**src/rtl/spi_rx_deser.sv**
```systemverilog
// spi_rx_deser: SPI receive deserializer, MSB first, valid/ready word output with frame_err/overrun flags.
// Define SPI_RX_SYNC_EN to add 2-flop input synchronizers for an asynchronous master.
module spi_rx_deser #(
    parameter int DATA_W = 16,
    parameter int CNT_W  = 5
) (
    input  logic              clk,
    input  logic              rst,
    input  logic              spi_cs_l,
    input  logic              spi_clk,
    input  logic              spi_data,
    output logic [DATA_W-1:0] out_data,
    output logic              out_valid,
    input  logic              out_ready,
    output logic [CNT_W-1:0]  bit_count,
    output logic              frame_err,
    output logic              overrun
);
    typedef enum logic [1:0] {IDLE, SHIFT, DONE} state_t;
    state_t state, state_d;
    logic s_cs, s_clk, s_data, sclk_q, rise;
    logic shift_en, clr_cnt, err_d, done, load;
    logic [DATA_W-1:0] sreg;
`ifdef SPI_RX_SYNC_EN
    logic [1:0] cs_s, clk_s, data_s;
    always_ff @(posedge clk or posedge rst)
        if (rst) begin
            cs_s <= 2'b11;
            clk_s <= 2'b00;
            data_s <= 2'b00;
        end else begin
            cs_s <= {cs_s[0], spi_cs_l};
            clk_s <= {clk_s[0], spi_clk};
            data_s <= {data_s[0], spi_data};
        end
    assign s_cs = cs_s[1];
    assign s_clk = clk_s[1];
    assign s_data = data_s[1];
`else
    assign s_cs = spi_cs_l;
    assign s_clk = spi_clk;
    assign s_data = spi_data;
`endif
    assign rise = s_clk & ~sclk_q;
    // A completed word is dropped only when the previous one is still pending and not being taken.
    assign load = done & ~(out_valid & ~out_ready);
    always_ff @(posedge clk or posedge rst)
        if (rst) state <= IDLE;
        else state <= state_d;
    always_comb begin
        state_d = state;
        shift_en = 1'b0;
        clr_cnt = 1'b0;
        err_d = 1'b0;
        done = 1'b0;
        case (state)
            IDLE: begin
                clr_cnt = 1'b1;
                state_d = s_cs ? IDLE : SHIFT;
            end
            SHIFT:
                if (s_cs) begin
                    state_d = IDLE;
                    clr_cnt = 1'b1;
                    err_d = bit_count != '0;
                end else if (rise) begin
                    shift_en = 1'b1;
                    state_d = (bit_count == CNT_W'(DATA_W - 1)) ? DONE : SHIFT;
                end
            DONE: begin
                done = 1'b1;
                clr_cnt = 1'b1;
                state_d = s_cs ? IDLE : SHIFT;
            end
            default: state_d = IDLE;
        endcase
    end
    always_ff @(posedge clk or posedge rst)
        if (rst) begin
            sreg <= '0;
            bit_count <= '0;
            out_data <= '0;
            out_valid <= 1'b0;
            frame_err <= 1'b0;
            overrun <= 1'b0;
            sclk_q <= 1'b0;
        end else begin
            sclk_q <= s_clk;
            frame_err <= err_d;
            if (shift_en) begin
                sreg <= {sreg[DATA_W-2:0], s_data};
                bit_count <= bit_count + CNT_W'(1);
            end else if (clr_cnt) begin
                bit_count <= '0;
            end
            if (load) begin
                out_data <= sreg;
                out_valid <= 1'b1;
            end else if (out_ready) begin
                out_valid <= 1'b0;
            end
            if (done && out_valid && !out_ready) overrun <= 1'b1;
        end
endmodule

```
**config.mk**
```make
export PLATFORM = sky130hd
export DESIGN_NAME = spi_rx_deser
export DESIGN_NICKNAME = d
export VERILOG_FILES = /design/src/rtl/spi_rx_deser.sv
export SDC_FILE = /design/constraint.sdc
export NUM_CORES = 1
export LEC_CHECK = 0
export CAP_MARGIN = 25
export CORE_ASPECT_RATIO = 0.75
export CORE_MARGIN = 2
export CORE_UTILIZATION = 40
export CTS_CLUSTER_SIZE = 24
export DETAILED_ROUTE_END_ITERATION = 10
export PLACE_DENSITY = 0.69
export SLEW_MARGIN = 15
export SYNTH_ARGS = -nofsm -noshare
export SYNTH_HDL_FRONTEND = slang
export SYNTH_SLANG_ARGS = --single-unit
```
**constraint.sdc**
```tcl
create_clock -name clk -period 4.3 [get_ports clk]
set_clock_uncertainty 0.1 [all_clocks]
set_input_delay 0.86 -clock clk [delete_from_list [all_inputs] [get_ports clk]]
set_output_delay 0.86 -clock clk [all_outputs]
set_load 0.005 [all_outputs]
```
==> flow_summary.json, run 1 <==
{
  "outcome": "finished clean",
  "nets": 159,
  "core_sq_um": 4100,
  "yosysWarnings": 0,
  "final-max-slew-violation-count": 0,
  "whs_path_depth": 1,
  "clk_pin_slew_ns": 0.08,
  "die_w_um": 80.1,
  "p_int_uw": 576,
  "worstMarginPinSlew_ns": 0.871,
  "viasPerCell": 4.99,
  "rsz0062_at_grt": "false",
  "grt_pass1_vias": 1117,
  "start_util_pct": 42.3,
  "nFillCells": 365,
  "globalplace.congestion": 0.812,
  "crit_path_max_fanout": 19,
  "grt_max_degree": 44,
  "grt-busiest-layer": "met2",
  "fp.dieH_um": 61.0,
  "netlist_instances": 116,
  "p_sw_share_pct": 23.0,
  "fmax_mhz": 395,
  "power_frac_clock_pct": 35.7,
  "drt_pass1_iterations": 4,
  "grt_usage_pct": 14.0,
  "multi_input_area_sq_um": 603,
  "ioPinCount": 30,
  "layout_common_cells": "dfrtp_1 (43), clkdlybuf4s50_1 (29), mux2_2 (25)",
  "hold_viol_final": 0,
  "cts_made_buffers": 5,
  "ant_nets": 0,
  "clk_latency_ns": 0.30,
  "ff2ff_setup_slack_ns": 2.28,
  "root_buffer": "clkbuf_8",
  "dp.cells": 198,
  "syn_area_sq_um": 1740,
  "holdBufCountCts": 0,
  "post_cts_buffers": 0,
  "hold_class": "flop to flop",
  "antenna_found_initial": 0,
  "cts_resized": 0,
  "synthesis.nets": 125,
  "rows": 20,
  "combPwrFrac_pct": 5.4,
  "cp-end-kind": "flop",
  "num_vias": 1027,
  "seq_power_share_pct": 58.9,
  "hold_slack_ns": 0.384,
  "setup_violations": 0,
  "grt_overflow": 0,
  "routed_wl_um": 2950,
  "post_route_cells_drive_above_1_share_pct": 25.8,
  "cp-start-kind": "input port",
  "wl_per_cell_um": 14.3,
  "num_antenna_cells": 0,
  "cts_buffer_depth": 2,
  "period_share_pct": 58.9,
  "p_leak_uw": 0.00103,
  "met3_usage_pct": 3.96,
  "drc": 0,
  "ys_seq_area_share_pct": 62.0,
  "drt_iter0_drc": 46,
  "dieArea_sq_um": 4890,
  "grt_pass1_wl_um": 5080,
  "r2r_start": "state[0]",
  "syn2layout_area_growth_pct": 25.3,
  "syn_avg_cell_area_sq_um": 15.0,
  "instances_no_fill": 206,
  "seq_area_sq_um": 1080,
  "place_ws_ns": 1.45,
  "powerDensity_nw_per_um2": 344,
  "grt.met2_usage_pct": 22.7,
  "p_switching_uw": 172,
  "min_to": "overrun",
  "min_from": "overrun",
  "htree_levels": 2,
  "hpwl_um": 2030,
  "ys_types": 27,
  "arrival_ns": 2.62,
  "p_total_uw": 749,
  "tns_ns": 0,
  "required_ns": 4.38,
  "use_met1_pct": 17.7,
  "post-route-min-period_ns": 2.53,
  "cts_tree": "done",
  "slew_headroom_pct": 41.9,
  "setup_slack_ns": 1.77,
  "critPathKind": "input port to flop",
  "clock-sinks": 43,
  "r2r_end": "out_data[5]",
  "ys_seq_elements": 43,
  "final_common_cell": "dfrtp_1",
  "reg2regPathDepth": 3,
  "port_buffers": 29,
  "max_cap_violations": 0,
  "ir_worst_vdd_mv": 0.144
}
layout make-up:
class | instances | area share (%)
clock inverter | 2 | 0.748
sequential | 43 | 49.5
inverter | 8 | 1.38
tap | 55 | 3.16
clock buffer | 6 | 3.80
multi-input combinational | 62 | 27.7
timing repair buffer | 30 | 13.7
critical path: stages:
cell	delay [ns]
clkdlybuf4s50_1	0.51
nand2b_1	0.17
nor3_4	0.67
mux2_2	0.41
power groups by stage:
stage / logic [uW] / clock network, uW / registers (uW)
after detailed placement: 41.4 / 0 / 449
after CTS: 41.7 / 277 / 441
final: 40.5 / 268 / 441
after global placement: 39.2 / 0 / 447
after global routing: 45.8 / 292 / 444
after floorplan: 29.9 / 0 / 442
cell families (layout without fill, tap and decap cells):
group,Yosys count,after routing,share of synthesized area [%]
compound gates,10,10,4.54
simple gates,16,16,6.78
xor+xnor,1,1,0.505
fa+ha+maj,3,3,2.16
flops,43,43,62.0
mux,32,32,20.8
buf+inv,11,46,3.24
cells in the mapped netlist:
cell	count	area share, %
or4_1	1	0.43
nand2b_4	1	0.79
nand3_1	1	0.29
a21o_1	1	0.43
and3_1	1	0.36
nor4b_1	1	0.50
buf_6	1	0.65
buf_4	2	0.86
a31o_2	2	1.0
a21oi_1	2	0.58
nor2b_1	1	0.36
nor4_1	2	0.72
nand2_1	1	0.22
nand3b_1	1	0.43
mux2_2	25	16
o21bai_1	1	0.43
xnor2_1	1	0.50
ha_1	3	2.2
dfrtp_1	43	62
a32o_1	3	1.7
nor3_1	1	0.29
o22ai_1	1	0.36
inv_1	8	1.7
nand2b_1	3	1.1
mux2_1	7	4.5
nor3_4	1	0.94
nor2_2	1	0.36
worst max path at each step:
stage                        from       end  slack [ns]  cells past startpoint
after global routing      spi_clk   sreg[7]        1.69                      4
final                     spi_clk   sreg[7]        1.77                      4
after global placement    spi_clk  sreg[11]        1.52                      4
after CTS                 spi_clk   sreg[9]        1.77                      4
after floorplan           spi_clk   sreg[0]        2.26                      4
after detailed placement  spi_clk   sreg[6]        1.45                      4
per-layer routing:
| layer | share of wire [%] | up-vias |
|---|---|---|
| met4 | 1.6 | 0 |
| met2 | 47 | 25 |
| met1 | 47 | 514 |
| met5 | 0 | - |
| met3 | 5.0 | 5 |
| li1 | - | 483 |
stage by stage:
step | util, % | cell area [sq um]
after floorplan | - | 1740
after global placement | 50.6 | 2080
after detailed placement | 50.6 | 2080
after CTS | 53.0 | 2170
after global routing | 53.0 | 2170
final | 53.0 | 2170
flip-flops by register name (all words and copies together), names as in the netlist:
name       cells
bit_count      5
frame_err      1
out_data      16
out_valid      1
overrun        1
sclk_q         1
sreg          16
state          2
No activity file was read; power rests on OpenSTA's default activity.
==> inputs of run 2 (changes only) <==
==> constraint.sdc (replaced) <==
create_clock -name clk -period 2.5 [get_ports clk]
set_clock_uncertainty 0.1 [all_clocks]
set_input_delay 0.5 -clock clk [delete_from_list [all_inputs] [get_ports clk]]
set_output_delay 0.5 -clock clk [all_outputs]
set_load 0.005 [all_outputs]
==> run 2 against run 1 <==
Design area increased by 0.75%. Total power increased by 72%. Core utilization increased by 0.40 points. Sequential share of layout area decreased by 0.37 points. Clock power increased by 73%. Worst hold slack got worse by 0.012 ns. Setup slack got worse by 1.2 ns. Non-clock buffer count increased by 2. Die area unchanged. Critical endpoint is now sreg[11].
==> flow_summary.json, run 2 (synthesized netlist as in run 1, its figures left out) <==
{
  "cts_tree": "done",
  "grt_overflow": 0,
  "antenna_found_initial": 0,
  "cts_buffer_depth": 2,
  "endpoint": "sreg[11]",
  "tns_ns": 0,
  "hold_class": "flop to flop",
  "p_leak_uw": 0.00105,
  "r2r_end": "sreg[11]",
  "fmax_mhz": 528,
  "rows": 20,
  "cp-end-kind": "flop",
  "hold_slack_ns": 0.372,
  "drt_iter0_drc": 35,
  "ff2ff_setup_slack_ns": 0.83,
  "start_util_pct": 42.3,
  "syn2layout_area_growth_pct": 26.2,
  "ir_worst_vdd_mv": 0.286,
  "clk_pin_slew_ns": 0.08,
  "grt_pass1_wl_um": 5270,
  "final_common_cell": "dfrtp_1",
  "powerDensity_nw_per_um2": 589,
  "wl_per_cell_um": 14.6,
  "nets": 161,
  "die_w_um": 80.1,
  "final-max-slew-violation-count": 0,
  "outcome": "finished clean",
  "slew_headroom_pct": 65.5,
  "rsz0062_at_grt": "false",
  "critPathLaunch": "spi_clk",
  "required_ns": 2.57,
  "root_buffer": "clkbuf_8",
  "dieArea_sq_um": 4890,
  "period_share_pct": 75.8,
  "holdBufCountCts": 0,
  "max_cap_violations": 0,
  "hold_viol_final": 0,
  "post-route-min-period_ns": 1.89,
  "ant_nets": 0,
  "routed_wl_um": 3030,
  "cts_made_buffers": 5,
  "clock-sinks": 43,
  "hpwl_um": 2030,
  "drc": 0,
  "num_antenna_cells": 0,
  "grt_usage_pct": 14.4,
  "arrival_ns": 1.96,
  "cp-start-kind": "input port",
  "grt_pass1_vias": 1120,
  "htree_levels": 2,
  "layout_common_cells": "dfrtp_1 (43), clkdlybuf4s50_1 (29), mux2_2 (25)",
  "largestRegisters": "out_data (16), sreg (16), bit_count (5)",
  "cts_resized": 0,
  "setup_violations": 0,
  "port_buffers": 29,
  "drt_pass1_iterations": 4,
  "core_sq_um": 4100,
  "r2r_start": "state[0]",
  "crit_path_max_fanout": 19,
  "globalplace.congestion": 0.845,
  "critPathKind": "input port to flop",
  "post_cts_buffers": 0,
  "grt_max_degree": 44,
  "nFillCells": 377,
  "num_vias": 1035,
  "reg2regPathDepth": 4,
  "worstMarginPinSlew_ns": 0.517,
  "clk_latency_ns": 0.28,
  "ioPinCount": 30,
  "viasPerCell": 4.98,
  "fp.dieH_um": 61.0,
  "post_route_cells_drive_above_1_share_pct": 26.1
}
==> run 2: cell count changes in the layout (fill, tap and decap cells not counted) <==
cell	previous run	this run
clkinvlp_4	1	0
buf_4	1	3
clkinv_4	1	0
clkbuf_8	6	7
clkbuf_1	0	1
==> run 2: area by class of cell <==
class	instances	area, sq um	area share, %
sequential	43	1080	49.1
inverter	8	30.0	1.37
multi-input combinational	62	603	27.5
tap	55	68.8	3.14
clock buffer	8	100	4.57
timing repair buffer	32	313	14.3
==> run 2: metrics by stage <==
stage	area (sq um)	total power, uW	setup WS, ns	cells	util [%]
CTS	2190	1310	0.602	208	53.4
finish	2190	1290	0.606	208	53.4
detailed placement	2090	842	0.331	200	50.9
global placement	2090	837	0.379	200	50.9
floorplan	1740	811	0.816	116	-
global route	2190	1360	0.541	208	53.4
==> run 2: worst min path at each step <==
| stage | endpoint | depth (start not counted) | from |
|---|---|---|---|
| floorplan | sreg[15] | 1 | sreg[15] |
| CTS | overrun | 1 | overrun |
| finish | overrun | 1 | overrun |
| global route | overrun | 1 | overrun |
| detailed placement | overrun | 1 | overrun |
| global placement | overrun | 1 | overrun |
==> run 2: critical path, stage by stage <==
cell	delay (ns)
clkdlybuf4s50_1	0.51
nand2b_1	0.17
nor3_4	0.14
buf_4	0.27
mux2_2	0.37
==> run 2: report_power, final <==
part	switching (uW)	internal (uW)
Combinational	34.4	35.8
Sequential	26.0	731
Clock	211	252
==> run 2: layer usage <==
metal	track usage, %	vias up	part of all wire [%]
met5	0	-	0
met3	5.72	2	4.8
li1	-	484	-
met4	3.63	0	0.86
met1	18.8	523	47
met2	23.1	26	48
==> inputs of run 3 (changes only) <==
--- a/config.mk
+++ b/config.mk
@@ -11,7 +11,7 @@
 export CORE_UTILIZATION = 40
 export CTS_CLUSTER_SIZE = 24
 export DETAILED_ROUTE_END_ITERATION = 10
-export PLACE_DENSITY = 0.69
+export PLACE_DENSITY = 0.72
 export SLEW_MARGIN = 15
 export SYNTH_ARGS = -nofsm -noshare
 export SYNTH_HDL_FRONTEND = slang
==> constraint.sdc (replaced) <==
create_clock -name clk -period 1.6 [get_ports clk]
set_clock_uncertainty 0.1 [all_clocks]
set_input_delay 0.32 -clock clk [delete_from_list [all_inputs] [get_ports clk]]
set_output_delay 0.32 -clock clk [all_outputs]
set_load 0.005 [all_outputs]
==> run 3 against run 2 <==
Worst hold slack got worse by 0.051 ns. Die area did not move. Via count is 4.5% higher. Sequential power rose by 57%. Register-to-register slack worse by 0.78 ns. Flip-flop and latch count is the same. Count of clock-buffer cells in the layout stayed put. Largest power group unchanged. Highest routed layer unchanged.
==> flow_summary.json, run 3 (synthesized netlist as in run 1, its figures left out) <==
{
  "htree_levels": 2,
  "wl_per_cell_um": 15.7,
  "r2r_start": "bit_count[0]",
  "p_leak_uw": 0.00136,
  "clk_latency_ns": 0.29,
  "final-max-slew-violation-count": 0,
  "arrival_ns": 1.14,
  "cts_made_buffers": 5,
  "slowest_delay_ns": 0.50,
  "antenna_found_initial": 0,
  "setup_violations": 0,
  "num_antenna_cells": 0,
  "grt_max_degree": 44,
  "max_cap_violations": 0,
  "clock-sinks": 43,
  "cp-start-kind": "flop",
  "worstMarginPinSlew_ns": 0.292,
  "core_sq_um": 4100,
  "cpMaxStageDelayCell": "clkdlybuf4s50_1",
  "viasPerCell": 4.90,
  "port_buffers": 29,
  "powerDensity_nw_per_um2": 864,
  "drc": 0,
  "syn2layout_area_growth_pct": 37.4,
  "period_share_pct": 97.5,
  "grt_pass1_vias": 1112,
  "holdBufCountCts": 0,
  "hold_viol_final": 0,
  "fp.dieH_um": 61.0,
  "path_cells": "clkdlybuf4s50_1",
  "num_vias": 1082,
  "cts_buffer_depth": 2,
  "path_delay_family": "buffers and inverters",
  "drt_pass1_iterations": 4,
  "ioPinCount": 30,
  "r2r_end": "bit_count[4]",
  "post_route_cells_drive_above_1_share_pct": 33.7,
  "rows": 20,
  "reg2regPathDepth": 6,
  "grt_pass1_wl_um": 5720,
  "nets": 174,
  "critPathKind": "flop to output pin",
  "crit_path_max_fanout": 2,
  "hold_class": "input port to asynchronous set/reset pin",
  "outcome": "finished clean",
  "ff2ff_setup_slack_ns": 0.05,
  "required_ns": 1.18,
  "fmax_mhz": 641,
  "largestRegisters": "out_data (16), sreg (16), bit_count (5)",
  "layout_common_cells": "dfrtp_1 (43), mux2_2 (25), clkdlybuf4s50_1 (14)",
  "grt_overflow": 0,
  "post-route-min-period_ns": 1.56,
  "grt_usage_pct": 16.2,
  "p_total_uw": 2060,
  "root_buffer": "clkbuf_8",
  "routed_wl_um": 3470,
  "die_w_um": 80.1,
  "start_util_pct": 42.3,
  "dieArea_sq_um": 4890,
  "slew_headroom_pct": 80.4,
  "final_util_pct": 58.1,
  "globalplace.congestion": 0.851,
  "clk_pin_slew_ns": 0.08,
  "crit_buf_inv": 1,
  "ir_worst_vdd_mv": 0.504,
  "final_common_cell": "dfrtp_1",
  "ant_nets": 0,
  "nFillCells": 338,
  "drt_iter0_drc": 44,
  "cp-end-kind": "output pin",
  "hpwl_um": 2310,
  "cts_tree": "done"
}
## run 3: cell count changes in the layout (fill, tap and decap cells not counted), sizes merged
cell	before	now
buf	3	16
clkdlybuf4s50	29	14
dlygate4sd2	0	3
dlymetal6s2s	0	12
## run 3: what timing repair did
item,CTS,global route
buffers inserted,4,0
endpoints found under the setup margin,6,15
resized for setup,5,15
## run 3: routing by layer
layer | track usage [%] | up-vias | part of all wire, %
met4 | 5.08 | 0 | 1.0
met3 | 4.11 | 4 | 4.0
li1 | - | 511 | -
met5 | 0 | - | 0
met1 | 21.3 | 543 | 45
met2 | 27.1 | 24 | 50
## run 3: layout make-up
type | count | area, sq um | share of cell area [%]
clock buffer | 8 | 100 | 4.20
inverter | 8 | 30.0 | 1.26
multi-input combinational | 62 | 632 | 26.5
sequential | 43 | 1080 | 45.1
tap | 55 | 68.8 | 2.89
timing repair buffer | 45 | 478 | 20.0
## run 3: how the worst max path moves through the flow
stage,start,end,depth (start not counted)
floorplan,state[1],sreg[0],4
global placement,spi_clk,sreg[11],5
detailed placement,spi_clk,sreg[7],5
CTS,out_data[1],out_data[1],1
global route,out_data[12],out_data[12],1
finish,out_data[9],out_data[9],1
## run 3: per-stage QoR
stage | worst slack, ns | hold slack [ns] | cells | cell area, sq um | setup TNS (ns)
floorplan | -0.0640 | 0.251 | 116 | 1740 | -0.448
global placement | -0.209 | 0.358 | 209 | 2200 | -5.43
detailed placement | -0.244 | 0.383 | 209 | 2200 | -6.30
CTS | 0.000418 | 0.333 | 221 | 2330 | 0
global route | -0.00127 | 0.344 | 221 | 2380 | -0.00127
finish | 0.0392 | 0.321 | 221 | 2380 | 0
## run 3: report_power, final
part	internal, uW	total, uW	switching [uW]
combinational	70.9	134	63.0
clock	394	742	348
sequential	1140	1190	43.8
total	1610	2060	455
## run 3: worst reg2reg max path, cell delays in order (launching register included)
cell	delay [ns]
dfrtp_1	0.39
buf_6	0.12
ha_4	0.15
and3_4	0.17
ha_1	0.26
inv_1	0.04
a32o_1	0.21
